**src/rtl/clock_divider_prog.sv**
```systemverilog
// clock_divider_prog: multi-channel programmable clock-enable generator.
// Each channel counts master-clock cycles up to a runtime-loadable divisor and
// emits a one-cycle Tick plus a 50% duty ClkOut square wave. New divisors are
// staged in a per-channel holding register and only take effect at the
// channel's next terminal count, so outputs never glitch mid-period.
// Optional feature: define CLKDIV_SYNC_EN to add the Sync phase-align input.
module clock_divider_prog #(
  parameter int NCH      = 2,
  parameter int WIDTH    = 19,
  parameter int DIV_INIT = 262144,
  localparam int CW      = (NCH > 1) ? $clog2(NCH) : 1
) (
  input  logic             mClk,
  input  logic             Reset,
  input  logic             Enable,
  input  logic             LdValid,
  input  logic [CW-1:0]    LdChan,
  input  logic [WIDTH-1:0] LdDiv,
  output logic             LdReady,
  output logic [NCH-1:0]   Tick,
  output logic [NCH-1:0]   ClkOut,
  output logic [NCH-1:0]   Pending
`ifdef CLKDIV_SYNC_EN
  ,
  input  logic             Sync
`endif
);

  localparam logic [WIDTH-1:0] DIV_RST = WIDTH'(DIV_INIT);

  logic [WIDTH-1:0] cnt  [NCH];
  logic [WIDTH-1:0] div  [NCH];
  logic [WIDTH-1:0] pend [NCH];
  logic [NCH-1:0]   ld_sel;
  logic             sync_pulse;

`ifdef CLKDIV_SYNC_EN
  assign sync_pulse = Sync;
`else
  assign sync_pulse = 1'b0;
`endif

  // Ready when the addressed channel exists and has no load already staged.
  always_comb begin
    // NOTE: every combinational output gets a default first so no path leaves
    // it unassigned and a latch is never inferred.
    LdReady = 1'b0;
    for (int i = 0; i < NCH; i++) begin
      if (LdChan == CW'(i) && !Pending[i]) LdReady = 1'b1;
    end
  end

  // One-hot select of the channel whose load is accepted this cycle.
  always_comb begin
    ld_sel = '0;
    for (int i = 0; i < NCH; i++) begin
      ld_sel[i] = LdValid && LdReady && (LdChan == CW'(i));
    end
  end

  // Per-channel counter, divisor staging and Tick/ClkOut generation.
  always_ff @(posedge mClk) begin
    if (Reset) begin
      // NOTE: cnt/div/pend are a handful of per-channel flops, not a RAM, so
      // they are reset explicitly like any other state.
      for (int i = 0; i < NCH; i++) begin
        cnt[i]     <= '0;
        div[i]     <= DIV_RST;
        pend[i]    <= '0;
        Pending[i] <= 1'b0;
        Tick[i]    <= 1'b0;
        ClkOut[i]  <= 1'b0;
      end
    end else begin
      for (int i = 0; i < NCH; i++) begin
        if (sync_pulse || div[i] == '0) begin
          // Channel off or phase-align: park at zero and pick up any staged
          // divisor immediately, then restart counting from cnt=0.
          // NOTE: sequential state uses non-blocking assignments so every
          // channel sees pre-edge values regardless of statement order.
          cnt[i]    <= '0;
          Tick[i]   <= 1'b0;
          ClkOut[i] <= 1'b0;
          if (Pending[i]) begin
            div[i]     <= pend[i];
            Pending[i] <= 1'b0;
          end
        end else if (Enable) begin
          if (cnt[i] == div[i] - WIDTH'(1)) begin
            cnt[i]    <= '0;
            Tick[i]   <= 1'b1;
            ClkOut[i] <= ~ClkOut[i];
            if (Pending[i]) begin
              div[i]     <= pend[i];
              Pending[i] <= 1'b0;
            end
          end else begin
            cnt[i]  <= cnt[i] + WIDTH'(1);
            Tick[i] <= 1'b0;
          end
        end else begin
          Tick[i] <= 1'b0;
        end

        // A load can only be accepted while nothing is staged, so it never
        // collides with the apply paths above.
        if (ld_sel[i]) begin
          pend[i]    <= LdDiv;
          Pending[i] <= 1'b1;
        end
      end
    end
  end

endmodule

```
**config.mk**
```make
export PLATFORM = sky130hd
export DESIGN_NAME = clock_divider_prog
export DESIGN_NICKNAME = d
export VERILOG_FILES = /design/src/rtl/clock_divider_prog.sv
export SDC_FILE = /design/constraint.sdc
export NUM_CORES = 1
export LEC_CHECK = 0
export CAP_MARGIN = 20
export CORE_ASPECT_RATIO = 0.7
export CORE_MARGIN = 2
export CORE_UTILIZATION = 40
export CTS_BUF_LIST = sky130_fd_sc_hd__clkbuf_2
export CTS_CLUSTER_DIAMETER = 200
export CTS_CLUSTER_SIZE = 30
export DETAILED_ROUTE_END_ITERATION = 16
export PLACE_DENSITY = 0.54
export SYNTH_ARGS = -nofsm -noshare
export SYNTH_HDL_FRONTEND = slang
export SYNTH_SLANG_ARGS = --single-unit
```
**constraint.sdc**
```tcl
create_clock -name mClk -period 11 [get_ports mClk]
set_input_delay 1.65 -clock mClk [delete_from_list [all_inputs] [get_ports mClk]]
set_output_delay 1.65 -clock mClk [all_outputs]
set_load 0.02 [all_outputs]
```
### After elaboration in Yosys (flattened, before gate mapping)

Memories as Yosys holds them, arrays and structs flattened.
Cells that the tools add are included.

| operators by class | value |
|---|---|
| add/sub/neg operators | 4 |
| bitwise gates (word level) | 15 |
| multiplexer cells | 74 |
| reduce and logical (&&, ||, !) cells | 19 |
| equal/unequal tests | 2 |

Operator list:

| operator | count |
|---|---|
| 2-to-1 mux 19 bit | 12 |
| 2-to-1 mux 1 bit | 62 |
| adder 19 x 1 -> 19 bit, second input constant | 2 |
| equality test 19 bit | 2 |
| zero test 19 bit | 2 |
| subtractor 19 x 1 -> 19 bit, second input constant | 2 |
| bitwise OR 1 bit | 12 |
| nonzero test 3 bit | 4 |
| AND reduction 2 bit | 4 |
| logical AND 1 bit | 5 |
| OR reduction 2 bit | 2 |
| NOT 1 bit | 3 |
| zero test 1 bit | 2 |

| word-level totals | value |
|---|---|
| memories | 3 |
| memory bits (writable) | 114 |
| register bits | 6 |

Memory list:

| name | words | bits a word | read ports | clocked after Yosys merged registers in | write ports | line | source |
|---|---|---|---|---|---|---|---|
| cnt | 2 | 19 | 2 | 0 | 2 | 31 | `logic [WIDTH-1:0] cnt [NCH];` |
| div | 2 | 19 | 2 | 0 | 2 | 32 | `logic [WIDTH-1:0] div [NCH];` |
| pend | 2 | 19 | 2 | 0 | 2 | 33 | `logic [WIDTH-1:0] pend [NCH];` |

### Logic depth before layout (Yosys ltp)

Gate-level depths: netlist of run 1.

| depth | value |
|---|---|
| depth in word-level cells | 10 |
| mapped depth | 11 |
| mapped depth without buffers | 9 |

### Worst setup path before layout of run 1

OpenSTA, ideal clock, no wires.

| timing | value |
|---|---|
| path kind | input-to-output |
| from | input port LdChan |
| to | output port LdReady |
| slack | 7.271 ns |
| data arrival time | 2.079 ns |
| buffers on the path | 0 |
| stages on the path | 1 |
| cell sequence | mux2i_1 |

| on the way | value |
|---|---|
| longest elaborated chain between the ends | 4 |
| elaborated cells on any way between the ends | 5 |
| classes of those cells | mux (2); bitwise (1); reduce/logical (2) |

RTL lines:

| item | line | source |
|---|---|---|
| start: declaration | 17 | `input logic [CW-1:0] LdChan,` |
| NOT 1 bit | 49 | `if (LdChan == CW'(i) && !Pending[i]) LdReady = 1'b1;` |
| logical AND 1 bit | 49 |  |
| 2-to-1 mux 1 bit | 49 |  |
| 2-to-1 mux 1 bit * | 49 |  |
| end: declaration | 19 | `output logic LdReady,` |

Mark *: on every way between the ends. The rest lies on a longest branch, timed or not.

### Worst setup path in the final report of run 1

Ends and elaborated chain as after synthesis.

==> results of run 1 <==
## cells in the final DEF, fill, tap and decap left out, types with 14 or more instances in the layout
cell type,instances
a21boi_0,27
and2_1,21
clkbuf_2,18
clkdlybuf4s50_1,30
edfxtp_1,114
inv_1,14
nand2_1,28
nand3_1,22
nor2_1,30
nor4_1,40
xnor2_1,39
xor2_1,36
## stage by stage
stage	utilization [%]	worst slack (ns)	total power, mW	instances
2_1_floorplan	-	7.27	0.617	567
3_3_place_gp	43.8	6.28	0.652	807
3_5_place_dp	43.8	6.25	0.654	807
4_1_cts	45.6	6.25	0.977	839
5_1_grt	45.6	6.22	1.01	839
6_report	45.6	6.25	0.969	839
## sequential cells by signal, indices dropped and copies added, names as in the netlist
register	count
div	38
Pending	2
pend	38
Tick	2
cnt	38
ClkOut	2
## layout make-up
type / instances / area, um^2
clock buffers: 18 / 90.1
clock inverters: 14 / 189
fillers: 1496 / 8790
inverters: 14 / 52.6
multi-input cells: 411 / 2850
flip-flops and latches: 120 / 3540
well taps: 225 / 282
repair buffers: 37 / 353
## power by group through the flow
stage,combinational [mW],sequential (mW),clock [mW]
2_1_floorplan,0.0635,0.554,0
3_3_place_gp,0.0868,0.565,0
3_5_place_dp,0.0889,0.565,0
4_1_cts,0.0891,0.555,0.332
5_1_grt,0.0977,0.559,0.351
6_report,0.0886,0.556,0.325
## how the worst max path moves through the flow
stage,startpoint,to,slack [ns],cells after the start
after CTS,LdChan,LdReady,6.25,3
after global routing,LdChan,LdReady,6.22,3
after global placement,LdChan,LdReady,6.28,3
after detailed placement,LdChan,LdReady,6.25,3
final,LdChan,LdReady,6.25,3
after floorplan,LdChan,LdReady,7.27,1
## per-layer routing
layer / GRT usage [%] / part of all wire [%]
met1: 27.7 / 53
met2: 24.2 / 41
met3: 3.87 / 4.9
met4: 5.81 / 1.6
met5: 0 / 0
## critical path, stage by stage
cell	delay [ns]
clkdlybuf4s50_1	0.58
mux2i_1	0.24
clkdlybuf4s50_1	0.63
## cells by family after synthesis
logic type | after synthesis | synth area share (%)
muxes | 5 | 0.802
adders and majority gates | 4 | 0.764
buffers and inverters | 36 | 2.46
DFF | 120 | 54.1
and+or+nand+nor | 237 | 21.6
xor gates and xnor gates | 75 | 10.0
AOI/OAI and AO/OA | 90 | 10.3
==> impl_metrics.yaml, run 1 <==
placement:
  gp_congestion: 0.855
  dpl-instance-area_mm2: 0.00708
  hpwl_mm: 10.8
  io_buffers: 30
clocking:
  clockRootBuffer: "clkbuf_2"
  clk_path_buf_depth: 2
  cts-buffers-inserted: 17
  clock-sinks: 120
  h-tree-depth: 4
  post_cts_buffers: 0
  cts_resized: 0
  insertion_delay_ns: 0.70
  clk_pin_slew_ns: 0.21
  ctsHoldBuffers: 0
  cts_tree: "done"
synth:
  synth_edf_count: 114
  synth_nets: 595
  synth.most_common_cell: "edfxtp_1"
  synth_commonest_cells: "edfxtp_1 (114), nor4_1 (41), xnor2_1 (39)"
  yosys.area.top_type: "edfxtp_1"
  synth_top_area_share_pct: 52.3
  synth.distinct_cells: 59
  syn_area_per_cell_um2: 11.6
  yosysSeqAreaShare_pct: 54.1
  synth_top_flop_cell: "edfxtp_1"
  yosys-top-cells-area: "edfxtp_1 (52%), xnor2_1 (5.2%), xor2_1 (4.8%), nor4_1 (3.9%), a21boi_0 (3.1%)"
  synth-async-reset-ratio_pct: 0
  syn-cell-area_mm2: 0.00655
  netlist_instances: 567
  yosysWarnings: 0
  synth-seq-cells: 120
floorplanning:
  die_w_um: 157
  die_y_um: 111
  rows: 39
  dieArea_mm2: 0.0174
  ioPinCount: 31
  core_mm2: 0.0162
  initial_core_util_pct: 40.6
power:
  p_comb_share_pct: 9.1
  clkPwrFrac_pct: 33.5
  seqPwrFrac_pct: 57.4
  power_leakage_nw: 2.44
  p_int_mw: 0.704
  switching_share_pct: 27.4
  switchingPower_mw: 0.265
  peakVddDrop_mv: 0.0625
  p_per_area_mw_per_mm2: 132
grt:
  grt_max_degree: 40
  grt_util_all_layers_pct: 17.7
  grt-ovfl-total: 0
  first_global_vias: 4298
  antenna_found_initial: 0
  grt_first_pass_wirelength_mm: 23.5
final_layout:
  n_antenna_cell: 0
  final_nets: 629
  design_area_mm2: 0.00736
  drive_gt1_share_pct: 10.1
  area_growth_pct: 12.4
sta:
  post-route-min-period_ns: 4.75
  fin_setup_tns_ns: 0
  relSlewSlack_pct: 39.5
  grt_setup_unrepaired: "no"
  fin_crit_sh_pct: 43.2
  fin_hold_ws_ns: 0.507
  hold_violations: 0
  fin_skew_ns: 0.0345
  worst_slew_pin_slew_ns: 0.905
  report.final.setup_viol: 0
  timing.fmax_mhz: 211
  slew_violations: 0
routing:
  drtAntennaViolNets: 0
  drt-pass1-iter-count: 4
  vias_per_cell: 5.44
  remaining_drc_errors: 0
  drt_wl_total_mm: 14.7
  vias: 4566
  drt_iter0_markers: 320
  post_drt_wl_per_cell_um: 17.5
critical_path:
  cp-start-kind: "input pin"
  reg2reg_depth: 7
  regToRegSetupSlack_ns: 7.42
  worstPathArrival_ns: 3.10
  cp.required_ns: 9.35
  critical_path_class: "in2out"
  end_kind: "output port"
  critPathMaxFanout: 5
  r2r-start: "div[1][3]"
  rr_endpoint: "div[1][15]"
run:
  drv_cap: 0
worst_hold_path:
  hold_path_end: "div[1][18]"
  min_from: "pend[0][37]"
  hold_depth: 1
  worst_hold_path_type: "reg2reg"
run_status:
  status: "completed"
No activity file was read; power rests on OpenSTA's default activity.
==> inputs of run 2 (changes only) <==
Clock period 11 ns to 4.8 ns, I/O delays scaled along.
==> impl_metrics.yaml, run 2 (same netlist as run 1, synthesis figures left out) <==
grt:
  grt_util_all_layers_pct: 19.1
  grt_max_degree: 40
  grt_first_pass_wirelength_mm: 25.2
  antenna_found_initial: 0
  first_global_vias: 4466
  grt-ovfl-total: 0
clocking:
  cts_tree: "done"
  clockRootBuffer: "clkbuf_2"
  cts-buffers-inserted: 17
  cts_resized: 0
  insertion_delay_ns: 0.70
  clk_pin_slew_ns: 0.23
  clk_path_buf_depth: 2
  clock-sinks: 120
  post_cts_buffers: 0
  h-tree-depth: 4
  ctsHoldBuffers: 0
routing:
  drt-pass1-iter-count: 5
  vias: 4663
  vias_per_cell: 5.56
  drt_wl_total_mm: 15.4
  post_drt_wl_per_cell_um: 18.3
  drtAntennaViolNets: 0
  remaining_drc_errors: 0
  drt_iter0_markers: 405
floorplanning:
  core_mm2: 0.0162
  dieArea_mm2: 0.0174
  die_w_um: 157
  die_y_um: 111
  rows: 39
  ioPinCount: 31
  initial_core_util_pct: 40.6
final_layout:
  reg.largest.list: "cnt (38), div (38), pend (38)"
  n_antenna_cell: 0
  drive_gt1_share_pct: 10.1
  final_cell_mix: "edfxtp_1 (114), nor4_1 (40), xnor2_1 (39), xor2_1 (36)"
  final_cells: 839
  final_nets: 629
  area_growth_pct: 11.8
  layout_commonest_cell: "edfxtp_1"
worst_hold_path:
  min_from: "pend[0][18]"
  worst_hold_path_type: "reg2reg"
critical_path:
  end_kind: "flop"
  critPathMaxFanout: 19
  cp.required_ns: 5.12
  r2r-start: "div[1][0]"
  worstPathArrival_ns: 4.07
  worstSetupStartpoint: "div[1][0]"
  cp-start-kind: "flop"
  critical_path_class: "reg2reg"
power:
  p_per_area_mw_per_mm2: 293
  seqPwrFrac_pct: 59.4
  switching_share_pct: 29.4
  power_leakage_nw: 2.43
  clkPwrFrac_pct: 31.1
  p_comb_share_pct: 9.6
  p_int_mw: 1.51
  switchingPower_mw: 0.630
  peakVddDrop_mv: 0.194
sta:
  timing.fmax_mhz: 266
  grt_setup_unrepaired: "no"
  fin_setup_tns_ns: 0
  relSlewSlack_pct: 41.0
  post-route-min-period_ns: 3.76
  hold_violations: 0
  fin_crit_sh_pct: 78.2
  worst_slew_pin_slew_ns: 0.885
  report.final.setup_viol: 0
  fin_skew_ns: 0.0448
  slew_violations: 0
placement:
  gp_congestion: 0.864
  dp_cells: 807
  io_buffers: 30
  hpwl_mm: 11.5
run_status:
  status: "completed"
run:
  drv_cap: 0
==> run 2: changes by cell type in the layout (fill, tap and decap cells not counted), sizes merged <==
cell	before	now
bufinv	3	1
clkbuf	18	17
clkinv	3	4
clkinvlp	2	1
inv	20	23
==> run 2: layout make-up <==
class,count,area (um^2)
Sequential cell,120,3540
Clock buffer,17,85.1
Clock inverter,15,155
Inverter,14,52.6
Multi-Input combinational cell,411,2850
Fill cell,1520,8830
Timing Repair Buffer,37,353
Tap cell,225,282
==> run 2: power groups by stage <==
stage	registers (mW)	clock network, mW	logic (mW)
2_1_floorplan	1.27	0	0.145
3_3_place_gp	1.29	0	0.203
3_5_place_dp	1.30	0	0.205
4_1_cts	1.27	0.691	0.206
5_1_grt	1.28	0.739	0.229
6_report	1.27	0.666	0.205
==> run 2: worst paths after layout <==
path	slack [ns]	to	cells after the start
max reg2reg	1.04	div[1][17]	7
max	1.04	div[1][17]	7
min	0.51	div[0][18]	1
min reg2reg	0.51	div[0][18]	1
==> run 2: worst max-delay path, stage by stage, from the launching register on <==
cell and delay, ns:
edfxtp_1 0.51, nor3_1 0.61, nand4_1 0.39, nor4_1 0.39, a211oi_1 0.14, or4_1 0.59, o22ai_1 0.13, a21o_1 0.61
==> run 2: through the flow <==
stage | worst slack, ns | cell area [um^2] | hold slack (ns) | util [%] | total power [mW]
3_5_place_dp | 1.12 | 7080 | 0.503 | 43.8 | 1.50
4_1_cts | 1.03 | 7320 | 0.514 | 45.3 | 2.17
3_3_place_gp | 1.23 | 7080 | 0.489 | 43.8 | 1.50
2_1_floorplan | 1.31 | 6550 | 0.474 | - | 1.42
6_report | 1.04 | 7320 | 0.507 | 45.3 | 2.14
5_1_grt | 0.689 | 7320 | 0.530 | 45.3 | 2.25
==> run 2: metal layers <==
| layer | routed length, um | share of wire, % | global-route usage [%] | vias up |
|---|---|---|---|---|
| met1 | 8390 | 55 | 31.4 | 2268 |
| li1 | - | - | - | 2247 |
| met5 | 0 | 0 | 0 | - |
| met2 | 6020 | 39 | 24.5 | 136 |
| met4 | 131 | 0.85 | 4.59 | 0 |
| met3 | 823 | 5.4 | 4.61 | 12 |
